### config.mk
export PLATFORM = sky130hd
export DESIGN_NAME = addsub_operand_sequencer
export DESIGN_NICKNAME = d
export VERILOG_FILES = /design/src/rtl/addsub_operand_sequencer.sv
export SDC_FILE = /design/constraint.sdc
export NUM_CORES = 1
export LEC_CHECK = 0
export ABC_AREA = 1
export CELL_PAD_IN_SITES_DETAIL_PLACEMENT = 0
export CELL_PAD_IN_SITES_GLOBAL_PLACEMENT = 2
export CORE_ASPECT_RATIO = 0.8
export CORE_UTILIZATION = 25
export DETAILED_ROUTE_END_ITERATION = 12
export GPL_TIMING_DRIVEN = 0
export PLACE_DENSITY = 0.75
export SLEW_MARGIN = 0
export SYNTH_ARGS = -nofsm -noshare
export SYNTH_HDL_FRONTEND = slang
export SYNTH_SLANG_ARGS = --single-unit
### constraint.sdc
create_clock -name clk -period 1.32 [get_ports clk]
set_clock_uncertainty 0.15 [all_clocks]
set_input_delay 0.264 -clock clk [delete_from_list [all_inputs] [get_ports clk]]
set_output_delay 0.264 -clock clk [all_outputs]
set_load 0.005 [all_outputs]
### src/rtl/addsub_operand_sequencer.sv
// addsub_operand_sequencer
//   Control stage around a 4-bit add/subtract unit. Operand A, operand B and
//   the op code ({c0, sub} on sw[1:0]) are collected from the switches, one
//   key_load press per field. The operands are then driven to the unit, its
//   result and flags are registered one cycle later, and they are held for
//   display. A wrapping counter tracks completed operations.
//
//   Optional build macro: ADDSUB_ACC_CHAIN_EN. When it is defined, key_load in
//   SHOW feeds the held result back as operand A, takes operand B from the
//   switches and jumps straight to op-code entry (accumulator chaining).
//
// Ports
//   clk, rst_n            clock (rising edge), async active-low reset
//   sw                    switch value, sampled on key_load only
//   key_load, key_clr     one-cycle strobes: advance / abort to IDLE
//   alu_a, alu_b          registered operands to the add/subtract unit
//   alu_c0, alu_sub       registered carry-in and op select (1 = subtract)
//   alu_f, alu_c4,
//   alu_zf, alu_cf        result and flags returned by the unit
//   res_f, res_c4,
//   res_zf, res_cf        latched result and flags
//   res_valid             res_* belong to the current sequence
//   state                 FSM state code for debug LEDs
//   op_cnt                completed-operation count (wraps)
module addsub_operand_sequencer #(
    parameter int unsigned WIDTH   = 4,
    parameter int unsigned OPCNT_W = 8
) (
    input  logic               clk,
    input  logic               rst_n,
    input  logic [WIDTH-1:0]   sw,
    input  logic               key_load,
    input  logic               key_clr,
    output logic [WIDTH-1:0]   alu_a,
    output logic [WIDTH-1:0]   alu_b,
    output logic               alu_c0,
    output logic               alu_sub,
    input  logic [WIDTH-1:0]   alu_f,
    input  logic               alu_c4,
    input  logic               alu_zf,
    input  logic               alu_cf,
    output logic [WIDTH-1:0]   res_f,
    output logic               res_c4,
    output logic               res_zf,
    output logic               res_cf,
    output logic               res_valid,
    output logic [2:0]         state,
    output logic [OPCNT_W-1:0] op_cnt
);

    typedef enum logic [2:0] {
        StIdle  = 3'd0,
        StGetB  = 3'd1,
        StGetOp = 3'd2,
        StExec  = 3'd3,
        StCapt  = 3'd4,
        StShow  = 3'd5
    } state_e;

    state_e             state_q, state_d;
    logic [WIDTH-1:0]   a_q, a_d, b_q, b_d, f_q, f_d;
    logic               c0_q, c0_d, sub_q, sub_d;
    logic               c4_q, c4_d, zf_q, zf_d, cf_q, cf_d;
    logic               valid_q, valid_d;
    logic [OPCNT_W-1:0] cnt_q, cnt_d;

    always_ff @(posedge clk or negedge rst_n) begin
        if (!rst_n) begin
            state_q <= StIdle;
            a_q     <= '0;
            b_q     <= '0;
            c0_q    <= 1'b0;
            sub_q   <= 1'b0;
            f_q     <= '0;
            c4_q    <= 1'b0;
            zf_q    <= 1'b0;
            cf_q    <= 1'b0;
            valid_q <= 1'b0;
            cnt_q   <= '0;
        end else begin
            state_q <= state_d;
            a_q     <= a_d;
            b_q     <= b_d;
            c0_q    <= c0_d;
            sub_q   <= sub_d;
            f_q     <= f_d;
            c4_q    <= c4_d;
            zf_q    <= zf_d;
            cf_q    <= cf_d;
            valid_q <= valid_d;
            cnt_q   <= cnt_d;
        end
    end

    always_comb begin
        state_d = state_q;
        a_d     = a_q;
        b_d     = b_q;
        c0_d    = c0_q;
        sub_d   = sub_q;
        f_d     = f_q;
        c4_d    = c4_q;
        zf_d    = zf_q;
        cf_d    = cf_q;
        valid_d = valid_q;
        cnt_d   = cnt_q;

        // Abort has priority over everything, including a coincident load.
        if (key_clr) begin
            state_d = StIdle;
            valid_d = 1'b0;
        end else begin
            case (state_q)
                StIdle: begin
                    if (key_load) begin
                        a_d     = sw;
                        state_d = StGetB;
                    end
                end
                StGetB: begin
                    if (key_load) begin
                        b_d     = sw;
                        state_d = StGetOp;
                    end
                end
                StGetOp: begin
                    if (key_load) begin
                        sub_d   = sw[0];
                        c0_d    = sw[1];
                        state_d = StExec;
                    end
                end
                // One settle cycle for the combinational unit.
                StExec: state_d = StCapt;
                StCapt: begin
                    f_d     = alu_f;
                    c4_d    = alu_c4;
                    zf_d    = alu_zf;
                    cf_d    = alu_cf;
                    valid_d = 1'b1;
                    cnt_d   = cnt_q + 1'b1;
                    state_d = StShow;
                end
                StShow: begin
                    if (key_load) begin
                        valid_d = 1'b0;
`ifdef ADDSUB_ACC_CHAIN_EN
                        a_d     = f_q;
                        b_d     = sw;
                        state_d = StGetOp;
`else
                        a_d     = sw;
                        state_d = StGetB;
`endif
                    end
                end
                // Unused codes 6 and 7 fall back to IDLE.
                default: state_d = StIdle;
            endcase
        end
    end

    assign alu_a     = a_q;
    assign alu_b     = b_q;
    assign alu_c0    = c0_q;
    assign alu_sub   = sub_q;
    assign res_f     = f_q;
    assign res_c4    = c4_q;
    assign res_zf    = zf_q;
    assign res_cf    = cf_q;
    assign res_valid = valid_q;
    assign state     = state_q;
    assign op_cnt    = cnt_q;

endmodule

After elaboration in Yosys (flattened, before gate mapping)
Index checks and enable logic that the tools add are counted.
- register bits after elaboration: 29
- input port bits: 15
- output and inout bits: 29
- word-level logic and storage cells: 39
- add/sub/neg operators: 1
- eq/ne operators: 9
- mux-type cells: 8
- bitwise logic cells: 1
- reductions and logical operators: 9
- operator list (operator ; count):
    $pmux 3 s5 ; 1
    $mux 3 ; 4
    $reduce_and 3->1 ; 4
    $ne 3x3->1 const B ; 3
    $add 8x1->8 const B ; 1
    $eq 3x2->1 const B ; 2
    $eq 3x3->1 const B ; 2
    $reduce_and 2->1 ; 2
    $eq 3x1->1 const B ; 1
    $logic_not 3->1 ; 1
    $ne 3x1->1 const B ; 1
    $reduce_bool 3->1 ; 1
    $mux 1 ; 2
    $pmux 1 s2 ; 1
    $reduce_or 2->1 ; 1
    $not 1->1 ; 1

Depth between registers and ports, before layout
Gate-level depths: netlist of run 1.
- depth after elaboration: 4
- mapped depth: 7

Least setup slack after synthesis of run 1
Ideal clock, no wire load.
- path type: register to register
- from: register state_q[1] (netlist: state[1])
- to: register cnt_q[6] (netlist: op_cnt[6])
- arrival time: 989 ps
- setup slack: 65 ps
- stages on the path, launching flop included: 8
- buffers on the path: 1
- cells stage by stage: dfrtp_1 -> inv_2 -> nand3_2 -> inv_1 -> nand2_1 -> buf_4 -> nand2_1 -> nand2_1
- cells in the longest elaborated chain, start to end: 2
- RTL lines (element ; RTL line ; RTL):
    start: declaration ; 60 ; state_e state_q, state_d;
    start signal: assignment ; 69 ; state_q <= StIdle;
    start signal: assignment ; 81 ; state_q <= state_d;
    $eq 3x3->1 ; 113 ; case (state_q)
    $reduce_and 2->1 (no line) ; n/a ;
    end signal: assignment ; 91 ; cnt_q <= cnt_d;
    end: declaration ; 65 ; logic [OPCNT_W-1:0] cnt_q, cnt_d;
Every way passes these cells.
A chain may end at the register's enable or synchronous reset.

Final worst setup path of run 1
- from: register state_q[0] (netlist: state[0])
- to: register a_q[2] (netlist: alu_a[2])
- cells in the longest elaborated chain, start to end: 3
- elaborated cells between the ends (all ways): 4
- classes of those cells: eq/ne: 1; reduce/logical: 3
- RTL lines (element ; RTL line ; RTL):
    $eq 3x3->1 / $logic_not 3->1 (equally long branches) ; 113 ;
    $reduce_or 2->1 (no line) * ; n/a ;
    $reduce_and 3->1 (no line) * ; n/a ;
    end signal: assignment ; 70 ; a_q <= '0;
    end signal: assignment ; 82 ; a_q <= a_d;
    end: declaration ; 61 ; logic [WIDTH-1:0] a_q, a_d, b_q, b_d, f_q, f_d;
Every way passes the cells marked *; elsewhere a longest branch is shown, timed or not.

==> results of run 1 <==
-- where the power goes --
| part | internal (mW) | switching, mW | total [mW] |
|---|---|---|---|
| sequential | 1.21 | 0.171 | 1.39 |
| clock | 0.548 | 0.330 | 0.877 |
| combinational | 0.998 | 0.845 | 1.84 |
-- worst max-delay path, cell delays in order (launching register included) --
cell and delay (ns):
dfrtp_1 0.37, buf_6 0.14, clkinv_8 0.07, nor2_4 0.13, nand2_2 0.09, o21ai_4 0.09
nand2_2 0.11, nand2_1 0.07, nand2_1 0.05
-- worst paths after layout --
kind | end | slack (ns)
setup / recovery | alu_a[2] | -0.07
hold / removal | op_cnt[3] | -0.02
setup reg to reg | alu_a[2] | -0.07
hold reg to reg | res_f[2] | 0.32
max in group asynchronous | state[1] | 0.53
min in group clk | state[0] | 0.20
-- registers in the layout (all words and copies together) (netlist names) --
name	flops
op_cnt	8
alu_a	4
alu_b	4
res_f	4
state	3
alu_c0	1
alu_sub	1
res_c4	1
res_cf	1
res_valid	1
res_zf	1
-- layer usage --
metal	track usage	part of all wire	vias to the layer above
met3	0.0285	0.042	0
met4	0.0388	0	0
met5	0	0	-
met1	0.169	0.47	578
met2	0.236	0.49	34
li1	-	-	657
-- placed cells by master (no fill, tap or decap), types with 2 or more instances in the layout --
cell             netlist  final
nor2_1                 7      5
o21ai_0               10      7
buf_6                  1      7
nand3b_1               2      2
clkbuf_8               0      5
nand2_1               69     62
buf_12                 0      2
o21ai_1                0      2
nand3_1               10      9
buf_4                  1     21
inv_1                 12     11
nand3_4                0      3
nor3_1                 2      2
nand2_2                2      7
clkbuf_2               0      5
clkdlybuf4s50_1        0     11
dfrtp_1               29     27
dfrtp_2                0      2
nor2_4                 2      3
clkdlybuf4s15_1        0     22
-- metrics by stage --
step	cells	setup slack (ns)	cell area [µm²]	hold WS (ns)	TNS (ns)
final	298	-0.0670	2270	-0.0176	-0.886
after floorplan	159	0.0648	1320	-0.182	0
after detailed placement	264	-0.730	1830	0.307	-31.52
after global routing	298	-0.145	2270	0.0575	-2.34
after CTS	295	-0.122	2200	0.0225	-1.48
after global placement	264	-0.676	1830	0.307	-30.03
-- logic make-up after synthesis --
family | Yosys count
buffers and inverters | 17
xor gates and xnor gates | 1
DFF | 29
adders and majority gates | 1
AOI/OAI and AO/OA | 14
and+or+nand+nor | 97
-- final cells by class --
| cell class | count | area, µm² |
|---|---|---|
| well taps | 62 | 77.6 |
| fillers | 503 | 2770 |
| clock buffers | 5 | 68.8 |
| repair buffers | 71 | 658 |
| plain buffers | 1 | 11.3 |
| multi-input cells | 113 | 608 |
| inverters | 15 | 78.8 |
| flip-flops and latches | 29 | 728 |
| clock inverters | 2 | 35.0 |
-- what timing repair did --
action	in CTS	in global routing
buffers inserted	22	5
gates resized for setup	84	31
gates cloned	2	0
hold endpoints to repair	0	0
hold buffers	0	0
setup endpoints to repair	83	37
pin swaps	9	12
==> out/results.ini, run 1 <==
[timing]
period_minus_slack_ns=1.39
post-route-period-util=1.05
whs_ns=-0.0176
tightest_slew_ns=0.725
setup_viol=20
worst_slack_ns=-0.0670
maxSlewHeadroom=0.517
fmax_ghz=0.721
hold_viol=18
rsz0062_at_grt=yes
drv_slew=0

[setup_path]
required_ns=1.34
regToRegStartpoint=state[0]
end_kind=flip-flop
cp_max_fo=5
cp-start-kind=flip-flop
ff2ff_path_depth=8
arrival_ns=1.40
crit_start=state[0]
critPathKind=flip-flop to flip-flop

[synthesis]
synth_fa_ha_area_frac=0.00948
synthTopCellsByCount=nand2_1 (69), dfrtp_1 (29), inv_1 (12), nand3_1 (10), o21ai_0 (10)
synth.avg_cell_area_um2=8.30
synth.area.mux_share=0
synthFlopType=dfrtp_1
yosysSeqAreaShare=0.550
async_flop_share=1.00
synth_edf_count=0
yosys_warnings=0
yosys.area.top_type_share=0.550
synthXorXnorAreaFrac=0.00664
synth_compound_area_frac=0.0578
synth_nets=175
synth_area_leaders=dfrtp_1 (55%), nand2_1 (20%), nand3_1 (3.8%)
syn-cell-area_mm2=0.00132
synth_cell_type_count=20
synth.most_common_cell=nand2_1
syn_inst=159
synth_seq_cells=29
synth-simple-area-share=0.319
synth_top_family_by_area=simple AND/OR/NAND/NOR gates
yosys.area.top_type=dfrtp_1

[power]
p_total_mw=4.11
power.density_mw_per_mm2=1810
ir_drop_mv=0.734
p_leak_nw=1.11

[flow_run]
cap_violations=0

[placed_design]
hpwlAfterDp_um=2280
portBuffers=43
gp_congestion=0.780

[routing]
drt-initial-drc-count=45
wl_per_cell_um=11.9
dr.pass1.iters=4
drt-total-wl_um=3540
ant_nets=0
num_vias=1269
route.detailed.drc=0
vias_per_cell=4.26

[global_route]
grt_pass1_vias=1246
track_usage=0.135
antenna_found_initial=0
grt_pass1_wl_um=5830
grt_max_degree=30
grt.overflow.total=0

[floorplanning]
die_area_mm2=0.00558
die_w_um=83.2
dieHeight_um=67.0
core_mm2=0.00504
ioPinCount=44
rows=23
initial_core_util=0.262

[clocking]
cts_tree=built
clk_latency_ns=0.27
cts.sinks=29
htreeDepth=2
root_buffer=clkbuf_8
clk_transition_reported_paths_ns=0.06
cts.path.max_buffers=2
cts_buffers=5

[finish]
nets=252
layout-drive-gt1-share=0.292
final_util=0.450
antenna_cells=0
area_growth_pct=71.7

[status]
violations=negative hold slack, negative setup slack
outcome=complete, but fails checks

[hold_path]
hold_class=primary input to async pin

No activity file was read; power rests on OpenSTA's default activity.
==> inputs of run 2 (changes only) <==
--- a/config.mk
+++ b/config.mk
@@ -8,7 +8,7 @@
 export ABC_AREA = 1
 export CELL_PAD_IN_SITES_DETAIL_PLACEMENT = 0
 export CELL_PAD_IN_SITES_GLOBAL_PLACEMENT = 2
-export CORE_ASPECT_RATIO = 0.8
+export CORE_ASPECT_RATIO = 2
 export CORE_UTILIZATION = 25
 export DETAILED_ROUTE_END_ITERATION = 12
 export GPL_TIMING_DRIVEN = 0
==> run 2 against run 1 <==
The run still ends with negative hold slack, negative setup slack left. Global-route usage up 2.4 points. Total power shrank 0.31%. Clock power is 7.8% lower. Wire length is 13% higher. Sequential share of layout area is 0.32 points higher. Critical endpoint is now op_cnt[5]. Highest routed layer is now met4.
==> out/results.ini, run 2 (synthesized netlist as in run 1, its figures left out) <==
[status]
outcome=complete, but fails checks
violations=negative hold slack, negative setup slack

[setup_path]
cp-start-kind=flip-flop
arrival_ns=1.45  ; +0.05 ns
required_ns=1.38  ; +0.04 ns
crit_end=op_cnt[5]
regToRegStartpoint=state[1]
end_kind=flip-flop
r2r_slack_ns=-0.07  ; about the same
crit_start=state[1]
cp_max_fo=6  ; +1
ff2ff_path_depth=7  ; -1
r2r-end=op_cnt[5]
critPathKind=flip-flop to flip-flop

[timing]
post-route-period-util=1.05  ; +0.00247
fmax_ghz=0.719  ; -0.23%
whs_ns=-0.00948  ; +0.00816 ns
rsz0062_at_grt=yes
tns_ns=-0.922  ; -0.0359 ns
drv_slew=0  ; unchanged
period_minus_slack_ns=1.39  ; +0.00326 ns
tightest_slew_ns=0.751  ; +0.0262 ns
hold_viol=14  ; -4
setup_viol=22  ; +10%
worst_slack_ns=-0.0702  ; -0.00326 ns
maxSlewHeadroom=0.499  ; -0.0175

[placed_design]
gp_congestion=0.862  ; +11%
detailedPlace.worstSlack_ns=-0.754  ; -0.0234 ns
portBuffers=43  ; unchanged
hpwlAfterDp_um=2600  ; +14%
place_area_mm2=0.00182  ; -0.27%
dp.cells=260  ; -1.5%

[floorplanning]
dieHeight_um=105  ; +56%
ioPinCount=44  ; unchanged
die_w_um=53.4  ; -36%
rows=37  ; +61%
die_area_mm2=0.00559  ; +0.28%
core_mm2=0.00509  ; +1.1%
initial_core_util=0.259  ; -0.00290

[routing]
drt-met1-wl_um=1420  ; -14%
num_vias=1368  ; +7.8%
dr_wl_met2_um=2290  ; +32%
wl_per_cell_um=13.3  ; +12%
top_layer=met4
drt-initial-drc-count=17  ; -62%
drt-total-wl_um=3980  ; +13%
wl_met3_um=192  ; +28%
route.detailed.drc=0  ; unchanged
dr.pass1.iters=4  ; unchanged
ant_nets=0  ; unchanged
vias_per_cell=4.56  ; +7.1%

[finish]
largest_reg_flops=8  ; unchanged
fin_cells=300  ; +0.67%
fillCellCount=536  ; +6.6%
final_common_cell=nand2_1
antenna_cells=0  ; unchanged
layout_common_cells=nand2_1 (57), dfrtp_1 (26), buf_4 (25), clkbuf_2 (14)
final_cell_area_mm2=0.00225  ; -0.83%
area_growth_pct=70.2
layout-drive-gt1-share=0.376  ; +0.0837
nets=257  ; +2.0%
final_util=0.441  ; -0.00866

[power]
power.density_mw_per_mm2=1820  ; +0.52%
p_leak_nw=1.11  ; about the same
ir_drop_mv=1.01  ; +38%

[clocking]
root_buffer=clkbuf_8
clk_latency_ns=0.28  ; about the same
cts_tree=built
htreeDepth=2  ; unchanged
cts.path.max_buffers=2  ; unchanged
cts.sinks=29  ; unchanged
clk_transition_reported_paths_ns=0.06  ; about the same
hold_buffers=0  ; unchanged
cts_buffers=5  ; unchanged

[global_route]
antenna_found_initial=0  ; unchanged
track_usage=0.158  ; +0.0239
grt.overflow.total=0  ; unchanged
grt_pass1_wl_um=6350  ; +8.9%
grt_pass1_vias=1395  ; +12%
grt_max_degree=30  ; unchanged

[flow_run]
cap_violations=0  ; unchanged

[hold_path]
hold_class=primary input to async pin

==> run 2: cell type report <==
cell class	instances	area, µm²	share of cell area
multi-input combinational	114	632	0.281
buffer	2	22.5	0.0100
inverter	15	78.8	0.0351
timing repair buffer	74	611	0.272
sequential	29	729	0.325
clock inverter	1	5.00	0.00223
tap	58	72.6	0.0323
clock buffer	7	96.3	0.0429
==> run 2: critical path: stages, from the launching register on <==
cell	delay (ns)
dfrtp_2	0.41
buf_6	0.14
inv_4	0.05
nand3_4	0.08
nor2_4	0.21
buf_6	0.13
nand3b_1	0.07
nand2_1	0.08
==> run 2: through the flow <==
step / hold WS (ns) / power [mW]
after floorplan: -0.182 / 1.96
after global placement: 0.306 / 2.81
after detailed placement: 0.311 / 2.85
after CTS: 0.0261 / 3.99
after global routing: 0.0551 / 4.40
final: -0.00948 / 4.09
==> run 2: worst min path at each step <==
stage | startpoint | to | slack (ns) | cells past startpoint
3_5_place_dp | res_f[2] | res_f[2] | 0.31 | 2
6_report | rst_n | res_valid | -0.009 | 1
5_1_grt | rst_n | state[0] | 0.06 | 1
2_1_floorplan | rst_n | alu_a[0] | -0.18 | 0
3_3_place_gp | res_f[0] | res_f[0] | 0.31 | 2
4_1_cts | rst_n | res_valid | 0.03 | 1
==> run 2: repair_timing <==
action                     CTS  global route
gates cloned                 2             0
buffers inserted            23             7
gates resized for setup    101            32
setup endpoints to repair   82            43
pin swaps                   13            21
==> run 2: report_power, final <==
part	internal, mW	switching [mW]
combinational	0.994	0.894
sequential	1.21	0.182
clock	0.470	0.339
==> run 2: routing by layer <==
layer,GRT usage,vias up
met5,0,-
met4,0.0695,0
met3,0.0378,7
met2,0.288,42
met1,0.158,656
li1,-,663
